## config.mk

```make
export PLATFORM = sky130hd
export DESIGN_NAME = mult_rs_ctrl
export DESIGN_NICKNAME = d
export VERILOG_FILES = /design/src/rtl/mult_rs_pkg.sv /design/src/rtl/mult_rs_select.sv /design/src/rtl/mult_rs_ctrl.sv
export SDC_FILE = /design/constraint.sdc
export NUM_CORES = 1
export LEC_CHECK = 0
export BUFFER_PORTS_ARGS = -buffer_cell sky130_fd_sc_hd__clkbuf_2
export CORE_MARGIN = 8
export CORE_UTILIZATION = 30
export CTS_BUF_LIST = sky130_fd_sc_hd__clkbuf_4 sky130_fd_sc_hd__clkbuf_8 sky130_fd_sc_hd__clkbuf_16
export DETAILED_ROUTE_END_ITERATION = 7
export PLACE_DENSITY = 0.45
export SYNTH_ARGS = -nofsm -noshare
export SYNTH_HDL_FRONTEND = slang
export SYNTH_SLANG_ARGS = --single-unit
```

## constraint.sdc

```tcl
create_clock -name clk -period 27 [get_ports clk]
set_input_delay 5.4 -clock clk [delete_from_list [all_inputs] [get_ports clk]]
set_output_delay 5.4 -clock clk [all_outputs]
set_load 0.05 [all_outputs]
```

## src/rtl/mult_rs_pkg.sv

```systemverilog
// Shared types for the multiply reservation-station controller.
// Optional feature macro: MULT_RS_AGE_SELECT_EN (oldest-first issue selection).
package mult_rs_pkg;

  // Tag width baked into the entry and issue structs; the top-level TAG_W
  // parameter defaults to this value and should be kept equal to it.
  localparam int DEFAULT_TAG_W = 6;

  // One reservation-station slot.
  typedef struct packed {
    logic                     valid;
    logic [31:0]              op1;
    logic [31:0]              op2;
    logic                     op1Rdy;
    logic                     op2Rdy;
    logic [DEFAULT_TAG_W-1:0] op1Tag;
    logic [DEFAULT_TAG_W-1:0] op2Tag;
    logic [2:0]               funct3;
    logic [DEFAULT_TAG_W-1:0] tag;
  } mult_rs_entry_t;

  // Contents of the registered issue slot seen by the multiplier.
  typedef struct packed {
    logic                     en;
    logic                     tagValid;
    logic [31:0]              op1;
    logic [31:0]              op2;
    logic [2:0]               funct3;
    logic [DEFAULT_TAG_W-1:0] tag;
  } issue_pkt_t;

  // Converts a selected entry into an active issue packet.
  function automatic issue_pkt_t issueFromEntry(input mult_rs_entry_t e);
    issue_pkt_t p;
    p.en       = e.valid;
    p.tagValid = e.valid;
    p.op1      = e.op1;
    p.op2      = e.op2;
    p.funct3   = e.funct3;
    p.tag      = e.tag;
    return p;
  endfunction

endpackage

```

## src/rtl/mult_rs_select.sv

```systemverilog
// Issue selector: picks one ready entry and returns a one-hot grant.
// With MULT_RS_AGE_SELECT_EN the ready entry with the smallest age rank
// (the oldest) wins; otherwise the lowest-index ready entry wins.
module mult_rs_select #(
  parameter int ENTRIES = 4
`ifdef MULT_RS_AGE_SELECT_EN
  ,
  parameter int RANK_W  = 2
`endif
) (
  input  logic [ENTRIES-1:0]             ready_i,
`ifdef MULT_RS_AGE_SELECT_EN
  input  logic [ENTRIES-1:0][RANK_W-1:0] age_i,
`endif
  output logic [ENTRIES-1:0]             grant_o,
  output logic                           valid_o
);

`ifdef MULT_RS_AGE_SELECT_EN
  // Scan all ready entries keeping the one with the smallest rank.
  always_comb begin
    logic              found;
    logic [RANK_W-1:0] bestAge;
    found   = 1'b0;
    bestAge = '0;
    grant_o = '0;
    for (int i = 0; i < ENTRIES; i++) begin
      if (ready_i[i] && (!found || (age_i[i] < bestAge))) begin
        grant_o    = '0;
        grant_o[i] = 1'b1;
        bestAge    = age_i[i];
        found      = 1'b1;
      end
    end
    valid_o = found;
  end
`else
  // Fixed priority: the first ready entry from index 0 upward wins.
  always_comb begin
    logic found;
    found   = 1'b0;
    grant_o = '0;
    for (int i = 0; i < ENTRIES; i++) begin
      if (ready_i[i] && !found) begin
        grant_o[i] = 1'b1;
        found      = 1'b1;
      end
    end
    valid_o = found;
  end
`endif

endmodule

```

## src/rtl/mult_rs_ctrl.sv

```systemverilog
// Reservation-station controller and issue scheduler for the 3-stage
// pipelined multiplier. Holds dispatched MUL/MULH ops until both operands
// are known (snooping the CDB), issues one per cycle into a registered issue
// slot, and throttles issue with a credit count of free result-buffer slots.
// Optional feature macro: MULT_RS_AGE_SELECT_EN (oldest-first selection).
module mult_rs_ctrl
  import mult_rs_pkg::*;
#(
  parameter int ENTRIES     = 4,
  parameter int RES_CREDITS = 4,
  parameter int TAG_W       = DEFAULT_TAG_W
) (
  input  logic                             clk,
  input  logic                             rst,
  input  logic                             flush,
  input  logic                             disp_valid,
  output logic                             disp_ready,
  input  logic [31:0]                      disp_op1,
  input  logic [31:0]                      disp_op2,
  input  logic                             disp_op1_rdy,
  input  logic                             disp_op2_rdy,
  input  logic [TAG_W-1:0]                 disp_op1_tag,
  input  logic [TAG_W-1:0]                 disp_op2_tag,
  input  logic [2:0]                       disp_funct3,
  input  logic [TAG_W-1:0]                 disp_tag,
  input  logic                             cdb_valid,
  input  logic [TAG_W-1:0]                 cdb_tag,
  input  logic [31:0]                      cdb_data,
  output logic                             issue_en,
  output logic [31:0]                      issue_op1,
  output logic [31:0]                      issue_op2,
  output logic [2:0]                       issue_funct3,
  output logic [TAG_W-1:0]                 issue_tag,
  output logic                             issue_tag_valid,
  input  logic                             res_pop,
  output logic [$clog2(RES_CREDITS+1)-1:0] credits
);

  localparam int CRED_W = $clog2(RES_CREDITS + 1);
  localparam int IDX_W  = $clog2(ENTRIES);

  mult_rs_entry_t             entries_q [ENTRIES];
  mult_rs_entry_t             entries_d [ENTRIES];
  issue_pkt_t                 issue_q;
  issue_pkt_t                 issue_d;
  logic [CRED_W-1:0]          credits_q;
  logic [CRED_W-1:0]          credits_d;

  mult_rs_entry_t             dispEntry;
  logic [IDX_W-1:0]           dispIdx;
  logic                       dispFound;
  logic                       dispFire;
  logic [ENTRIES-1:0]         readyVec;
  logic [ENTRIES-1:0]         grant;
  logic                       grantValid;
  logic                       issueFire;
  logic                       creditInc;
  logic [DEFAULT_TAG_W-1:0]   cdbTagW;

  assign cdbTagW = DEFAULT_TAG_W'(cdb_tag);

  // Find the lowest-index free entry; its existence is also disp_ready.
  always_comb begin
    dispIdx   = '0;
    dispFound = 1'b0;
    for (int i = 0; i < ENTRIES; i++) begin
      if (!entries_q[i].valid && !dispFound) begin
        dispIdx   = IDX_W'(i);
        dispFound = 1'b1;
      end
    end
  end

  assign disp_ready = dispFound;
  assign dispFire   = disp_valid && dispFound && !flush;

  // Build the entry being dispatched, forwarding a same-cycle CDB result
  // into any operand that is still waiting on that tag.
  always_comb begin
    dispEntry.valid  = 1'b1;
    dispEntry.op1    = disp_op1;
    dispEntry.op2    = disp_op2;
    dispEntry.op1Rdy = disp_op1_rdy;
    dispEntry.op2Rdy = disp_op2_rdy;
    dispEntry.op1Tag = DEFAULT_TAG_W'(disp_op1_tag);
    dispEntry.op2Tag = DEFAULT_TAG_W'(disp_op2_tag);
    dispEntry.funct3 = disp_funct3;
    dispEntry.tag    = DEFAULT_TAG_W'(disp_tag);
    if (cdb_valid && !disp_op1_rdy && (dispEntry.op1Tag == cdbTagW)) begin
      dispEntry.op1    = cdb_data;
      dispEntry.op1Rdy = 1'b1;
    end
    if (cdb_valid && !disp_op2_rdy && (dispEntry.op2Tag == cdbTagW)) begin
      dispEntry.op2    = cdb_data;
      dispEntry.op2Rdy = 1'b1;
    end
  end

  // An entry may be picked once valid with both operands present, unless it
  // is the slot being overwritten by a dispatch this cycle.
  always_comb begin
    readyVec = '0;
    for (int i = 0; i < ENTRIES; i++) begin
      readyVec[i] = entries_q[i].valid && entries_q[i].op1Rdy &&
                    entries_q[i].op2Rdy &&
                    !(dispFire && (dispIdx == IDX_W'(i)));
    end
  end

`ifdef MULT_RS_AGE_SELECT_EN
  localparam int RANK_W = IDX_W;

  logic [ENTRIES-1:0][RANK_W-1:0] age_q;
  logic [ENTRIES-1:0][RANK_W-1:0] age_d;
  logic [RANK_W-1:0]              issuedRank;
  logic [RANK_W-1:0]              liveCount;

  mult_rs_select #(
    .ENTRIES (ENTRIES),
    .RANK_W  (RANK_W)
  ) u_select (
    .ready_i (readyVec),
    .age_i   (age_q),
    .grant_o (grant),
    .valid_o (grantValid)
  );

  // Rank 0 is the oldest. A new entry ranks behind every surviving entry;
  // when an entry issues, every younger entry moves one rank forward.
  always_comb begin
    issuedRank = '0;
    liveCount  = '0;
    for (int i = 0; i < ENTRIES; i++) begin
      if (grant[i]) begin
        issuedRank = issuedRank | age_q[i];
      end
      if (entries_q[i].valid && !(issueFire && grant[i])) begin
        liveCount = liveCount + RANK_W'(1);
      end
    end
    for (int i = 0; i < ENTRIES; i++) begin
      age_d[i] = age_q[i];
      if (issueFire && entries_q[i].valid && !grant[i] && (age_q[i] > issuedRank)) begin
        age_d[i] = age_q[i] - RANK_W'(1);
      end
      if (dispFire && (dispIdx == IDX_W'(i))) begin
        age_d[i] = liveCount;
      end
      if (flush) begin
        age_d[i] = '0;
      end
    end
  end

  // Age rank storage.
  always_ff @(posedge clk or posedge rst) begin
    if (rst) begin
      age_q <= '0;
    end else begin
      age_q <= age_d;
    end
  end
`else
  mult_rs_select #(
    .ENTRIES (ENTRIES)
  ) u_select (
    .ready_i (readyVec),
    .grant_o (grant),
    .valid_o (grantValid)
  );
`endif

  assign issueFire = grantValid && (credits_q != '0) && !flush;

  // Next entry state: CDB capture, invalidate on issue, dispatch write,
  // and flush last so it overrides everything else.
  always_comb begin
    for (int i = 0; i < ENTRIES; i++) begin
      entries_d[i] = entries_q[i];
      if (entries_q[i].valid && cdb_valid) begin
        if (!entries_q[i].op1Rdy && (entries_q[i].op1Tag == cdbTagW)) begin
          entries_d[i].op1    = cdb_data;
          entries_d[i].op1Rdy = 1'b1;
        end
        if (!entries_q[i].op2Rdy && (entries_q[i].op2Tag == cdbTagW)) begin
          entries_d[i].op2    = cdb_data;
          entries_d[i].op2Rdy = 1'b1;
        end
      end
      if (issueFire && grant[i]) begin
        entries_d[i].valid = 1'b0;
      end
      if (dispFire && (dispIdx == IDX_W'(i))) begin
        entries_d[i] = dispEntry;
      end
      if (flush) begin
        entries_d[i].valid = 1'b0;
      end
    end
  end

  // Load the issue slot from the granted entry, or an all-zero idle slot.
  always_comb begin
    issue_d = '0;
    for (int i = 0; i < ENTRIES; i++) begin
      if (issueFire && grant[i]) begin
        issue_d = issueFromEntry(entries_q[i]);
      end
    end
  end

  // Credits drop on each issue and return on each pop; a pop with the
  // counter already full is ignored.
  always_comb begin
    creditInc = res_pop && (credits_q != CRED_W'(RES_CREDITS));
    credits_d = credits_q;
    case ({issueFire, creditInc})
      2'b10:   credits_d = credits_q - CRED_W'(1);
      2'b01:   credits_d = credits_q + CRED_W'(1);
      default: credits_d = credits_q;
    endcase
  end

  // All registered state; flush is handled in the next-state logic.
  always_ff @(posedge clk or posedge rst) begin
    if (rst) begin
      for (int i = 0; i < ENTRIES; i++) begin
        entries_q[i] <= '0;
      end
      issue_q   <= '0;
      credits_q <= CRED_W'(RES_CREDITS);
    end else begin
      for (int i = 0; i < ENTRIES; i++) begin
        entries_q[i] <= entries_d[i];
      end
      issue_q   <= issue_d;
      credits_q <= credits_d;
    end
  end

  assign issue_en        = issue_q.en;
  assign issue_tag_valid = issue_q.tagValid;
  assign issue_op1       = issue_q.op1;
  assign issue_op2       = issue_q.op2;
  assign issue_funct3    = issue_q.funct3;
  assign issue_tag       = TAG_W'(issue_q.tag);
  assign credits         = credits_q;

  // A pop while every credit is already home means downstream lost track.
  resPopOverflowA: assert property (@(posedge clk) disable iff (rst)
    !(res_pop && (credits_q == CRED_W'(RES_CREDITS))));

endmodule

```

### Yosys cells after proc, flatten, opt, wreduce, memory -nomap -nowiden

Index checks and enable logic that the tools add are counted.

| storage, ports and cells | value |
|---|---|
| input bits | 131 |
| logic and storage cells | 213 |
| flip-flop bits (word level) | 430 |
| output and inout port bits | 79 |

| cells by class | value |
|---|---|
| equality and inequality tests | 16 |
| $add $sub $neg | 2 |
| reduce and logical (&&, ||, !) cells | 97 |
| multiplexer cells | 55 |

Operator list:

| kind | count |
|---|---|
| two-way mux 88 bit | 4 |
| two-way mux 32 bit | 10 |
| two-way mux 75 bit | 4 |
| two-way mux 66 bit | 4 |
| == test 6 bit | 10 |
| logical AND 1 bit | 47 |
| two-way mux 1 bit | 30 |
| nonzero test 2 bit | 13 |
| logical NOT 1 bit | 23 |
| AND reduction 2 bit | 8 |
| nonzero test 3 bit | 5 |
| == test 2 bit (second input constant) | 3 |
| one-hot mux 3 bit (2 select lines) | 1 |
| == test 2 x 1 -> 1 bit (second input constant) | 2 |
| two-way mux 2 bit | 2 |
| adder 3 x 1 -> 3 bit (second input constant) | 1 |
| != test 3 bit (second input constant) | 1 |
| subtractor 3 x 1 -> 3 bit (second input constant) | 1 |
| logical NOT 2 bit | 1 |

### Longest topological paths before layout

| depth | value |
|---|---|
| word-level depth | 31 |
| gate-level depth with buffers | 13 |
| gate-level depth less buffers | 10 |

### Cells and area by module

From an unflattened synthesis, not the netlist that was laid out.

| second synthesis, totals | value |
|---|---|
| cells, all modules | 1973 |
| area, all modules | 20613.5 µm² |

By module, submodules not included:

| module | area an instance (µm²) | times used | cells each | seq. area each (µm²) |
|---|---|---|---|---|
| mult_rs_ctrl | 20576.0 | 1 | 1968 | 10736.5 |
| mult_rs_select | 37.5 | 1 | 5 | 0.0 |

### Least setup slack after synthesis

OpenSTA, ideal clock, no wires.

| timing | value |
|---|---|
| path type | input to register |
| start point | input flush |
| end point | register credits_q[1] (netlist: credits[1]) |
| stages on the path | 9 |
| setup slack | 19.664 ns |
| buffers on the path | 2 |
| arrival | 7.211 ns |
| data required time | 26.875 ns |
| library setup time | 0.125 ns |
| cells stage by stage | nor2_1 clkbuf_1 buf_1 o21a_1 inv_1 ha_1 inv_1 fa_1 mux2_2 |

| between the ends | value |
|---|---|
| word-level cells in the longest chain between the ends | 19 |

RTL lines:

| what | RTL line | source |
|---|---|---|
| start: declaration | mult_rs_ctrl.sv:15 | `input logic flush,` |
| logical NOT 1 bit * | mult_rs_ctrl.sv:75, mult_rs_ctrl.sv:173 |  |
| logical AND 1 bit | mult_rs_ctrl.sv:75 | `assign dispFire = disp_valid && dispFound && !flush;` |
| logical AND 1 bit | mult_rs_ctrl.sv:106 | `!(dispFire && (dispIdx == IDX_W'(i)));` |
| logical NOT 1 bit | mult_rs_ctrl.sv:106 |  |
| logical AND 1 bit | mult_rs_ctrl.sv:105 | `entries_q[i].op2Rdy &&` |
| two-way mux 1 bit | mult_rs_select.sv:44 | `if (ready_i[i] && !found) begin` |
| logical NOT 1 bit | mult_rs_select.sv:44 |  |
| logical AND 1 bit | mult_rs_select.sv:44 |  |
| [... 4 more ...] | n/a |  |
| logical NOT 1 bit | mult_rs_select.sv:44 |  |
| logical AND 1 bit | mult_rs_select.sv:44 |  |
| two-way mux 1 bit | mult_rs_select.sv:44 |  |
| logical AND 1 bit | mult_rs_ctrl.sv:173 | `assign issueFire = grantValid && (credits_q != '0) && !flush;` |
| logical AND 1 bit * | mult_rs_ctrl.sv:173 |  |
| == test 2 x 1 -> 1 bit / == test 2 bit (equally long branches) | mult_rs_ctrl.sv:217 | `case ({issueFire, creditInc})` |
| one-hot mux 3 bit (2 select lines) * | mult_rs_ctrl.sv:217 |  |
| net credits_d[1] | mult_rs_ctrl.sv:47 | `logic [CRED_W-1:0] credits_d;` |
| end signal: assignment | mult_rs_ctrl.sv:231 | `credits_q <= CRED_W'(RES_CREDITS);` |
| end signal: assignment | mult_rs_ctrl.sv:237 | `credits_q <= credits_d;` |
| end: declaration | mult_rs_ctrl.sv:46 | `logic [CRED_W-1:0] credits_q;` |

Mark *: on every way through the listed nets, which the timed path passes. The rest lies on a longest branch.
A chain may end at the register's enable or synchronous reset.

### Worst setup path after layout

| timing | value |
|---|---|
| start point | input flush |
| end point | register entries_q[45] (netlist bit) |

| between the ends | value |
|---|---|
| word-level cells in the longest chain between the ends | 5 |

RTL lines:

| what | RTL line | source |
|---|---|---|
| logical NOT 1 bit * | mult_rs_ctrl.sv:75 |  |
| logical AND 1 bit * | mult_rs_ctrl.sv:75 |  |
| logical AND 1 bit * | mult_rs_ctrl.sv:193 | `if (dispFire && (dispIdx == IDX_W'(i))) begin` |
| nonzero test 2 bit (no source line) | n/a |  |
| AND reduction 2 bit (no source line) | n/a |  |
| end signal: indexed assignment | mult_rs_ctrl.sv:234 | `entries_q[i] <= entries_d[i];` |
| end: declaration | mult_rs_ctrl.sv:42 | `mult_rs_entry_t entries_q [ENTRIES];` |

Every way passes the cells marked *; elsewhere a longest branch is shown, timed or not.

==> metrics.md <==
| Metric | Value |
|---|---|
| CTS sink count | 429 |
| Max Clk Rate | 129 MHz |
| Final Skew | 0.0285 ns |
| Crit path arrival time | just over 8 ns |
| Critical Path Sink | entries_q[45]$_DFFE_PP0P_ |
| Worst skew pair latency | just over 0.6 ns |
| GP Congestion | between 0.7 and 0.8 |
| Die extent in x | 275 um |
| Final core utilization | 35.8% |
| Number of DRC violations after detailed-routing iteration 0 | around 1400 |
| Synth area leaders | dfrtp_1 53%, o221a_2 7.5%, nand2_1 5.3%, a22o_1 3.1%, or3_1 3.1% |
| Final ANT Viol Nets | 0 |
| Crit end category | flip-flop |
| Final HPWL DP | 44300 um |
| Post-DP Area | 21900 sq um |
| Starting Density | 30.1% |
| DR vias | roughly 17000 |
| Post-route cell area | between 20000 and 25000 sq um |
| Largest net degree at the start of global routing | 127 |
| Placed insts | 2859 |
| Pleak | ~11 nW |
| Critical path cell sequence | clkbuf_2 -> nand2b_4 -> nor3_2 -> buf_4 -> buf_4 -> nand2b_4 -> o221a_2 |
| PwrDens | about 85 nW/um^2 |
| Chip height | 275 um |
| Cell count after synthesis | 1912 |
| Synth top area share | 53.3% |
| Register area share after synthesis | between 50% and 60% |
| Synth-to-Final Area Change | 18.7% |
| Antenna violations before repair | 9 |
| Max Cap Viol | 0 |
| Synth async-reset ratio | 100% |
| Core area | 66700 sq um |
| EDFF count, synth | 0 |
| Pwr Total | 2.03 mW |
| Wire length per cell | around 26 um |
| Global-route wire length before repair | between 100000 and 150000 um |
| CP Launch Point | flush |
| Post-layout nets | 2173 |
| Yosys top cell by area | dfrtp_1 |
| #FFs+latches synth | 429 |
| Synth Flop Type | dfrtp_1 |
| Yosys cell types | 61 |
| Setup violations, final | 0 |
| IO Pins | 210 |
| R2r startpoint | credits[0]$_DFFE_PP0P_ |
| Syn avg cell area | 10.5 sq um |
| CTS tree | built |
| Drt total wl | approximately 77000 um |
| Critical path type | primary input to flip-flop |
| IO buf count | 209 |
| Path depth of the worst reg2reg path | 6 |
| RSZ-0062 raised after global routing | false |
| Vias in the first global route | about 17000 |
| Non-filler cells, final | 2960 |
| Final WS setup | 19.27 ns |
| Clk buf depth | 3 |
| Worst hold slack | 0.474 ns |
| Slowest stage delay, CP | 0.88 ns |
| Grt total ovfl | 0 |
| Critical Path RT | 27.48 ns |
| Row cnt | 95 |
| Drt via density | 5.59 |
| Final period utilization | 28.6% |
| Minimum clock period | 7.73 ns |
| CTS Hold Bufs | 0 |
| Share of layout cells above drive strength 1 | 27.5% |
| Status | finished, final reports clean |
| Post-Syn Nets | between 2000 and 2500 |
| Gr usage total | about 20% |
| Number of H-tree levels | 2 |
| Hold Path Class | flip-flop to flip-flop |
| Worst-path fanout max | 69 |
| Clk Tree Root Cell | clkbuf_16 |
| CTS buffer count | 52 |
| Slew headroom | approximately a fifth |
| CTS resizes | 0 |
| Post-synth top cells | 428 x dfrtp_1, 282 x nand2_1, 134 x o221a_2 |
| Top-count cell post-synth | dfrtp_1 |
| Full die area | 75500 sq um |
| Pre-CTS setup slack | 18.72 ns |
| DRC | 0 |
| Drt first pass iters | 5 |
| Yosys warning total | 0 |
| Post-synthesis cell area | 20100 sq um |
| Max VDD drop | 50.0 uV |
| Worst Setup Start Kind | primary input |
| Final hold vios | 0 |
| Post-CTS Setup Inserts | 0 |
| Clk pin slew, worst setup/hold paths | 0.06 ns |
| Max Slew Vio Count | 0 |
| Slew @ Worst Pin | 1.21 ns |
| Flop2flop setup slack | ~23 ns |
| Reg2reg end | issue_op1[11]$_DFF_PP0_ |
| Critical-path top delay cell | buf_4 |
| Final TNS setup | 0 ns |
[placed cells by master, fill, tap and decap left out, types with 5 or more instances in the layout]
cell and n:
nand2b_1 64, a21oi_4 5, o21ai_0 8, xor2_1 9, clkinv_2 15, bufinv_16 10
buf_4 38, a31oi_1 40, a21oi_2 30, a21oi_1 101, o22ai_1 66, nor3_1 5
inv_1 37, nand3_1 16, or3_1 98, dfrtp_1 428, nand2_1 282, a22oi_1 32
o32ai_1 31, nor2_1 114, o221a_2 134, o221a_1 26, mux2_2 23, a22o_1 72
clkbuf_16 52, clkbuf_8 13, xnor2_1 54, clkbuf_2 209
[worst min path at each step]
stage                                           from                          to  slack, ns  cells past startpoint
final                      entries_q[91]$_DFFE_PP0N_   entries_q[91]$_DFFE_PP0N_       0.47                      2
after floorplan            entries_q[88]$_DFFE_PP0N_   entries_q[88]$_DFFE_PP0N_       0.45                      2
after CTS                 entries_q[178]$_DFFE_PP0N_  entries_q[178]$_DFFE_PP0N_       0.48                      2
after global routing      entries_q[183]$_DFFE_PP0N_  entries_q[183]$_DFFE_PP0N_       0.50                      2
after detailed placement   entries_q[92]$_DFFE_PP0N_   entries_q[92]$_DFFE_PP0N_       0.46                      2
after global placement     entries_q[96]$_DFFE_PP0N_   entries_q[96]$_DFFE_PP0N_       0.46                      2
[where the power goes]
group	internal (mW)	leakage, nW	switching (mW)
Sequential	0.789	5.31	0.0862
Clock	0.487	0.964	0.293
Combinational	0.174	4.25	0.202
Total	1.45	10.5	0.582
[area by class of cell]
type                            count  area, sq um
Multi-Input combinational cell   1272         8610
Antenna cell                        4         10.0
Sequential cell                   429        10700
Inverter                           38          150
Clock buffer                       68         1500
Clock inverter                     29          417
Tap cell                          873         1090
Fill cell                        6679        42800
Timing Repair Buffer              247         1330
[kinds of logic (layout without fill, tap and decap cells)]
family / count (synthesis) / count (layout) / synth area share (%)
simple gates: 623 / 623 / 14.7
compound gates: 561 / 561 / 22.8
flops: 429 / 429 / 53.4
buf+inv: 211 / 382 / 4.83
xor+xnor: 63 / 63 / 2.75
mux: 23 / 23 / 1.29
fa+ha+maj: 2 / 2 / 0.162
other cells: 0 / 4 / 0
[metal layers]
layer  GRT usage, %  part of all wire, %
met5              0                 0.10
met4           6.87                  3.3
met3           4.35                  7.0
met2           32.4                   46
met1           26.0                   43
[sequential cells by signal, indices dropped and copies added (netlist names)]
| signal | flops |
|---|---|
| credits | 3 |
| entries_q | 352 |
| issue_en | 1 |
| issue_funct3 | 3 |
| issue_op1 | 32 |
| issue_op2 | 32 |
| issue_tag | 6 |
[worst max-delay path, delay by kind of cell]
kind,cells,cell delay [ns]
simple gates,3,0.89
compound gates,1,0.45
buf+inv,3,1.40
Note: power is estimated with default switching activity, not from simulation.
